[src/rtl/ppu_spr_render.sv]
// Sprite output stage: eight sprite slots with X down-counters and pattern shifters.
// Resolves sprite priority against the background and keeps a sticky sprite-0 hit flag.
module ppu_spr_render #(
  parameter int NUM_SLOTS = 8
) (
  input  logic       clk,
  input  logic       reset,
  input  logic [9:0] x_idx,
  input  logic [9:0] scanline,
  input  logic       load_en,
  input  logic [2:0] load_slot,
  input  logic [7:0] load_attr,
  input  logic [7:0] load_x,
  input  logic [7:0] load_lo,
  input  logic [7:0] load_hi,
  input  logic       show_bg,
  input  logic       show_spr,
  input  logic       clip_bg_l,
  input  logic       clip_spr_l,
  input  logic [3:0] bg_pixel,
  output logic [4:0] pixel_out,
  output logic       spr0_hit
);

  logic [7:0] attr_q [NUM_SLOTS];
  logic [7:0] xcnt_q [NUM_SLOTS];
  logic [7:0] lo_q   [NUM_SLOTS];
  logic [7:0] hi_q   [NUM_SLOTS];

  logic       active;
  logic       spr_en;
  logic       bg_en;
  logic [1:0] bg_pat;
  logic [1:0] slot_pat;
  logic       found;
  logic [1:0] win_pat;
  logic [1:0] win_pal;
  logic       win_prio;
  logic       s0_opaque;
  logic [4:0] pix_d;
  logic       hit_set;

  function automatic logic [7:0] rev8(input logic [7:0] v);
    logic [7:0] r;
    for (int i = 0; i < 8; i++) r[i] = v[7-i];
    return r;
  endfunction

  assign active = (scanline >= 10'd1) && (scanline <= 10'd240) && (x_idx < 10'd256);

  always_ff @(posedge clk or posedge reset) begin
    if (reset) begin
      for (int s = 0; s < NUM_SLOTS; s++) begin
        attr_q[s] <= '0;
        xcnt_q[s] <= '0;
        lo_q[s]   <= '0;
        hi_q[s]   <= '0;
      end
    end else begin
      for (int s = 0; s < NUM_SLOTS; s++) begin
        if (load_en && (load_slot == 3'(s))) begin
          attr_q[s] <= load_attr;
          xcnt_q[s] <= load_x;
          // H-flip is applied once at load so the shifter always emits MSB first
          lo_q[s]   <= load_attr[6] ? rev8(load_lo) : load_lo;
          hi_q[s]   <= load_attr[6] ? rev8(load_hi) : load_hi;
        end else if (active) begin
          if (xcnt_q[s] != 8'd0) begin
            xcnt_q[s] <= xcnt_q[s] - 8'd1;
          end else begin
            lo_q[s] <= {lo_q[s][6:0], 1'b0};
            hi_q[s] <= {hi_q[s][6:0], 1'b0};
          end
        end
      end
    end
  end

  always_comb begin
    spr_en    = show_spr && !(clip_spr_l && (x_idx < 10'd8));
    bg_en     = show_bg && !(clip_bg_l && (x_idx < 10'd8));
    bg_pat    = bg_en ? bg_pixel[1:0] : 2'b00;
    slot_pat  = 2'b00;
    found     = 1'b0;
    win_pat   = 2'b00;
    win_pal   = 2'b00;
    win_prio  = 1'b0;
    s0_opaque = 1'b0;
    for (int s = 0; s < NUM_SLOTS; s++) begin
      slot_pat = (xcnt_q[s] == 8'd0) ? {hi_q[s][7], lo_q[s][7]} : 2'b00;
      if (!spr_en) slot_pat = 2'b00;
      if ((slot_pat != 2'b00) && !found) begin
        found    = 1'b1;
        win_pat  = slot_pat;
        win_pal  = attr_q[s][1:0];
        win_prio = attr_q[s][5];
      end
      // sprite 0 may be hidden behind a lower-index slot and still register a hit
      if ((slot_pat != 2'b00) && attr_q[s][2]) s0_opaque = 1'b1;
    end
    if ((win_pat != 2'b00) && (!win_prio || (bg_pat == 2'b00)))
      pix_d = {1'b1, win_pal, win_pat};
    else if (bg_pat != 2'b00)
      pix_d = {1'b0, bg_pixel[3:2], bg_pat};
    else
      pix_d = 5'b0;
    hit_set = active && (x_idx != 10'd255) && s0_opaque && (bg_pat != 2'b00);
  end

  always_ff @(posedge clk or posedge reset) begin
    if (reset) begin
      pixel_out <= 5'b0;
      spr0_hit  <= 1'b0;
    end else begin
      pixel_out <= active ? pix_d : 5'b0;
      if ((scanline == 10'd0) && (x_idx == 10'd0)) spr0_hit <= 1'b0;
      else if (hit_set)                            spr0_hit <= 1'b1;
    end
  end

endmodule

[config.mk]
export PLATFORM = sky130hd
export DESIGN_NAME = ppu_spr_render
export DESIGN_NICKNAME = d
export VERILOG_FILES = /design/src/rtl/ppu_spr_render.sv
export SDC_FILE = /design/constraint.sdc
export NUM_CORES = 1
export LEC_CHECK = 0
export CORE_ASPECT_RATIO = 1.2
export CORE_MARGIN = 4
export CORE_UTILIZATION = 50
export DETAILED_ROUTE_END_ITERATION = 12
export PLACE_DENSITY = 0.69
export SLEW_MARGIN = 0
export SYNTH_ARGS = -nofsm -noshare
export SYNTH_HDL_FRONTEND = slang
export SYNTH_SLANG_ARGS = --single-unit
export TNS_END_PERCENT = 50
[constraint.sdc]
create_clock -name clk -period 9.8 [get_ports clk]
set_input_delay 1.96 -clock clk [delete_from_list [all_inputs] [get_ports clk]]
set_output_delay 1.96 -clock clk [all_outputs]
set_load 0.005 [all_outputs]
==> impl_metrics.ini <==
[synthesis]
synth_cells = 1232
synth_area_per_cell_sq_um = 9.54
synth-seq-cells = 230
synthFlopType = dfrtp_1
ys_top_cells_by_area = dfrtp_1 (49%), mux2i_1 (10%), nand2_1 (6.2%)
ys_seq_area_frac = 0.490
yosys.area.top_type_share = 0.490
synth_cell_types = 67
synth_largest_area_cell = dfrtp_1
synth_edf_count = 0
synth_top_family_by_area = simple AND/OR/NAND/NOR gates
synth_xor_area_frac = 0.0387
ys_async_sr_fraction = 1.00
synth.area.mux_share = 0.128
post_synth_and_or_nand_nor_area_fraction = 0.171
ys_warn_count = 0
synth_compound_area_frac = 0.131
synthAdderAreaFrac = 0.0117
syn_nets = 1309
netlist_area_sq_mm = 0.0118

[critical_path]
cp_cell_sequence = clkdlybuf4s50_1 > nor4_1 > o211a_1 > nand2_1 > or4_1 > nor3_1 > xnor2_1 > a21oi_1
crit_buf_inv = 1
cp-start-kind = primary input
critPathMaxFanout = 20
critical-path-slowest-cell = o211a_1
cp.arrival_ns = 4.94
endpoint_kind = flip-flop
slowest_delay_ns = 0.79
critPathTopFamily = simple AND/OR/NAND/NOR gates
worstSetupPathType = in2reg
rr_endpoint = pixel_out[1]
cp.required_ns = 10.15
worstReg2RegStart = xcnt_q[32]
r2r_slack_ns = 6.93
reg2reg_depth = 10

[timing]
tns_ns = 0
period_share = 0.468
setup-violations-final = 0
whs_ns = 0.478
worst_slack_ns = 5.21
hold_violations = 0
finalClockSkew_ns = 0.0134
maxSlewViolCount = 0
fmax_ghz = 0.218
rsz0062_at_grt = false
worstMarginPinSlew_ns = 1.10
period_needed_ns = 4.59
relSlewSlack = 0.264

[routing]
first_pass_iters = 5
wl_per_cell_microns = 18.2
postRouteAntennaNets = 0
drt-total-wl_mm = 29.1
routed_via_density = 5.64
num_vias = 9020
drc = 0
drtIter0Drc = 639

[outcome]
status = complete, no violations

[place]
place_inst = 1558
place_congestion = 0.839
place_area_sq_mm = 0.0126
port-buffer-count = 68
hpwl_mm = 19.7
dp_slack_ns = 4.77

[grt]
track_usage = 0.227
grt_pass1_vias = 8951
grt_overflow_total = 0
antenna_found_initial = 0
grt_pass1_wl_mm = 47.9
grt_max_degree = 93

[clocking]
cts_made_buffers = 24
cts_sinks = 230
cts_root_buf = clkbuf_16
clk_latency_ns = 0.52
post-cts-setup-buffer-count = 0
cts_tree = yes
clk_pin_slew_ns = 0.06
ctsHoldBuffers = 0
cts-htree-levels = 1
cts_resized = 0
cts_buffer_depth = 3

[final_layout]
area_growth_pct = 13.7
instances_no_fill = 1599
nets = 1346
drive_gt1_frac = 0.0818
fin_area_sq_mm = 0.0134
final_core_util = 0.578
antennaDiodeCount = 0
fillers = 1993

[die]
row_count = 61
die_area_sq_mm = 0.0260
die_w_microns = 148
initial_utilization = 0.508
core_area_sq_mm = 0.0231
io_pins = 72
die_y_microns = 176

[power_and_ir_drop]
ir_drop_mv = 0.135
cellPowerDensity_mw_per_mm2 = 206
power.leakage_nw = 5.17
power_mw = 2.75

[hold_path]
min-delay-start = attr_q[40]
holdPathStages = 2
min_to = attr_q[40]
min_path_type = reg2reg

[run]
drv_cap = 0
-- worst reg2reg max path, stage by stage (launching register included) --
cell	delay [ns]
dfrtp_1	0.38
inv_1	0.10
ha_1	0.20
nor3b_1	0.34
o211a_1	0.48
nor2_1	0.16
o21a_1	0.21
o32a_1	0.19
o221a_4	0.31
o2111a_1	0.25
a21o_1	0.15
-- metal layers --
| metal | GRT usage | share of wire | routed length [microns] | vias up |
|---|---|---|---|---|
| li1 | - | - | - | 4393 |
| met1 | 0.304 | 0.45 | 13000 | 4379 |
| met2 | 0.386 | 0.48 | 13900 | 191 |
| met3 | 0.0277 | 0.043 | 1240 | 57 |
| met4 | 0.0755 | 0.034 | 995 | 0 |
| met5 | 0 | 0 | 0 | - |
-- cell families (layout without fill, tap and decap cells) --
| logic type | after synthesis | in the layout |
|---|---|---|
| and+or+nand+nor | 438 | 438 |
| adders and majority gates | 11 | 11 |
| DFF | 230 | 230 |
| xor gates and xnor gates | 52 | 52 |
| buffers and inverters | 86 | 138 |
| muxes | 147 | 147 |
| AOI/OAI and AO/OA | 268 | 268 |
-- report_power, final --
part	leakage [nW]	switching, mW	internal [mW]	total (mW)
Sequential	2.76	0.192	1.19	1.38
Combinational	2.06	0.267	0.253	0.519
Clock	0.358	0.365	0.488	0.853
-- worst max-delay path by stage --
stage | to | from | depth (start not counted) | slack, ns
after global routing | xcnt_q[39] | x_idx[9] | 8 | 5.05
after global placement | xcnt_q[39] | x_idx[9] | 8 | 4.81
after CTS | xcnt_q[39] | x_idx[9] | 8 | 5.29
final | xcnt_q[39] | x_idx[9] | 8 | 5.21
after floorplan | attr_q[0] | reset | 1 | 1.54
after detailed placement | xcnt_q[39] | x_idx[9] | 8 | 4.77
-- synthesized netlist by cell type, drive strengths merged (2+ instances only) --
| cell type | instances |
|---|---|
| a211oi | 2 |
| a21oi | 111 |
| a221oi | 3 |
| a2bb2oi | 2 |
| a31oi | 5 |
| and2 | 9 |
| and3 | 6 |
| buf | 22 |
| clkbuf | 45 |
| dfrtp | 230 |
| ha | 11 |
| inv | 19 |
| mux2 | 30 |
| mux2i | 117 |
| nand2 | 196 |
| nand3 | 20 |
| nand3b | 4 |
| nand4 | 6 |
| nor2 | 133 |
| nor2b | 3 |
| nor3 | 14 |
| nor3b | 8 |
| nor4 | 23 |
| o211a | 6 |
| o211ai | 6 |
| o21a | 4 |
| o21ai | 95 |
| o22ai | 17 |
| o32ai | 2 |
| o41ai | 2 |
| or2 | 2 |
| or3 | 5 |
| or3b | 2 |
| or4 | 6 |
| xnor2 | 34 |
| xor2 | 18 |
-- cell type report --
type | instances | area (sq um) | area share
Clock inverter | 6 | 32.5 | 0.00243
Tap cell | 315 | 394 | 0.0295
Timing Repair Buffer | 78 | 756 | 0.0565
Multi-Input combinational cell | 916 | 5660 | 0.423
Inverter | 19 | 78.8 | 0.00590
Clock buffer | 35 | 693 | 0.0518
Sequential cell | 230 | 5760 | 0.431
-- sequential cells by signal, indices dropped and copies added (netlist names) --
name	flops
hi_q	64
lo_q	64
xcnt_q	64
attr_q	32
pixel_out	5
spr0_hit	1
-- layout by cell type, fill, tap and decap left out, types with 3 or more instances in the layout --
| cell type | instances |
|---|---|
| and3_1 | 4 |
| nand4_1 | 6 |
| a31oi_1 | 5 |
| nand3_1 | 17 |
| o211ai_1 | 6 |
| and2_1 | 9 |
| nand2_1 | 194 |
| buf_4 | 10 |
| nor3b_1 | 7 |
| nor4_2 | 6 |
| o21a_1 | 4 |
| nor2b_1 | 3 |
| mux2_2 | 30 |
| clkinv_2 | 5 |
| inv_1 | 18 |
| mux2i_1 | 117 |
| clkdlybuf4s50_1 | 68 |
| o22ai_1 | 17 |
| ha_1 | 11 |
| nor2_1 | 127 |
| xor2_1 | 18 |
| or4_1 | 6 |
| clkbuf_16 | 25 |
| nand3b_1 | 4 |
| xnor2_1 | 34 |
| nand3_2 | 3 |
| o21ai_1 | 26 |
| a221oi_1 | 3 |
| a21oi_1 | 110 |
| clkbuf_1 | 7 |
| or3_1 | 5 |
| nor3_1 | 12 |
| nor4_1 | 16 |
| dfrtp_1 | 230 |
| clkbuf_8 | 3 |
| o211a_1 | 4 |
| o21ai_0 | 68 |
| nor2_2 | 6 |
No activity file was read; power rests on OpenSTA's default activity.
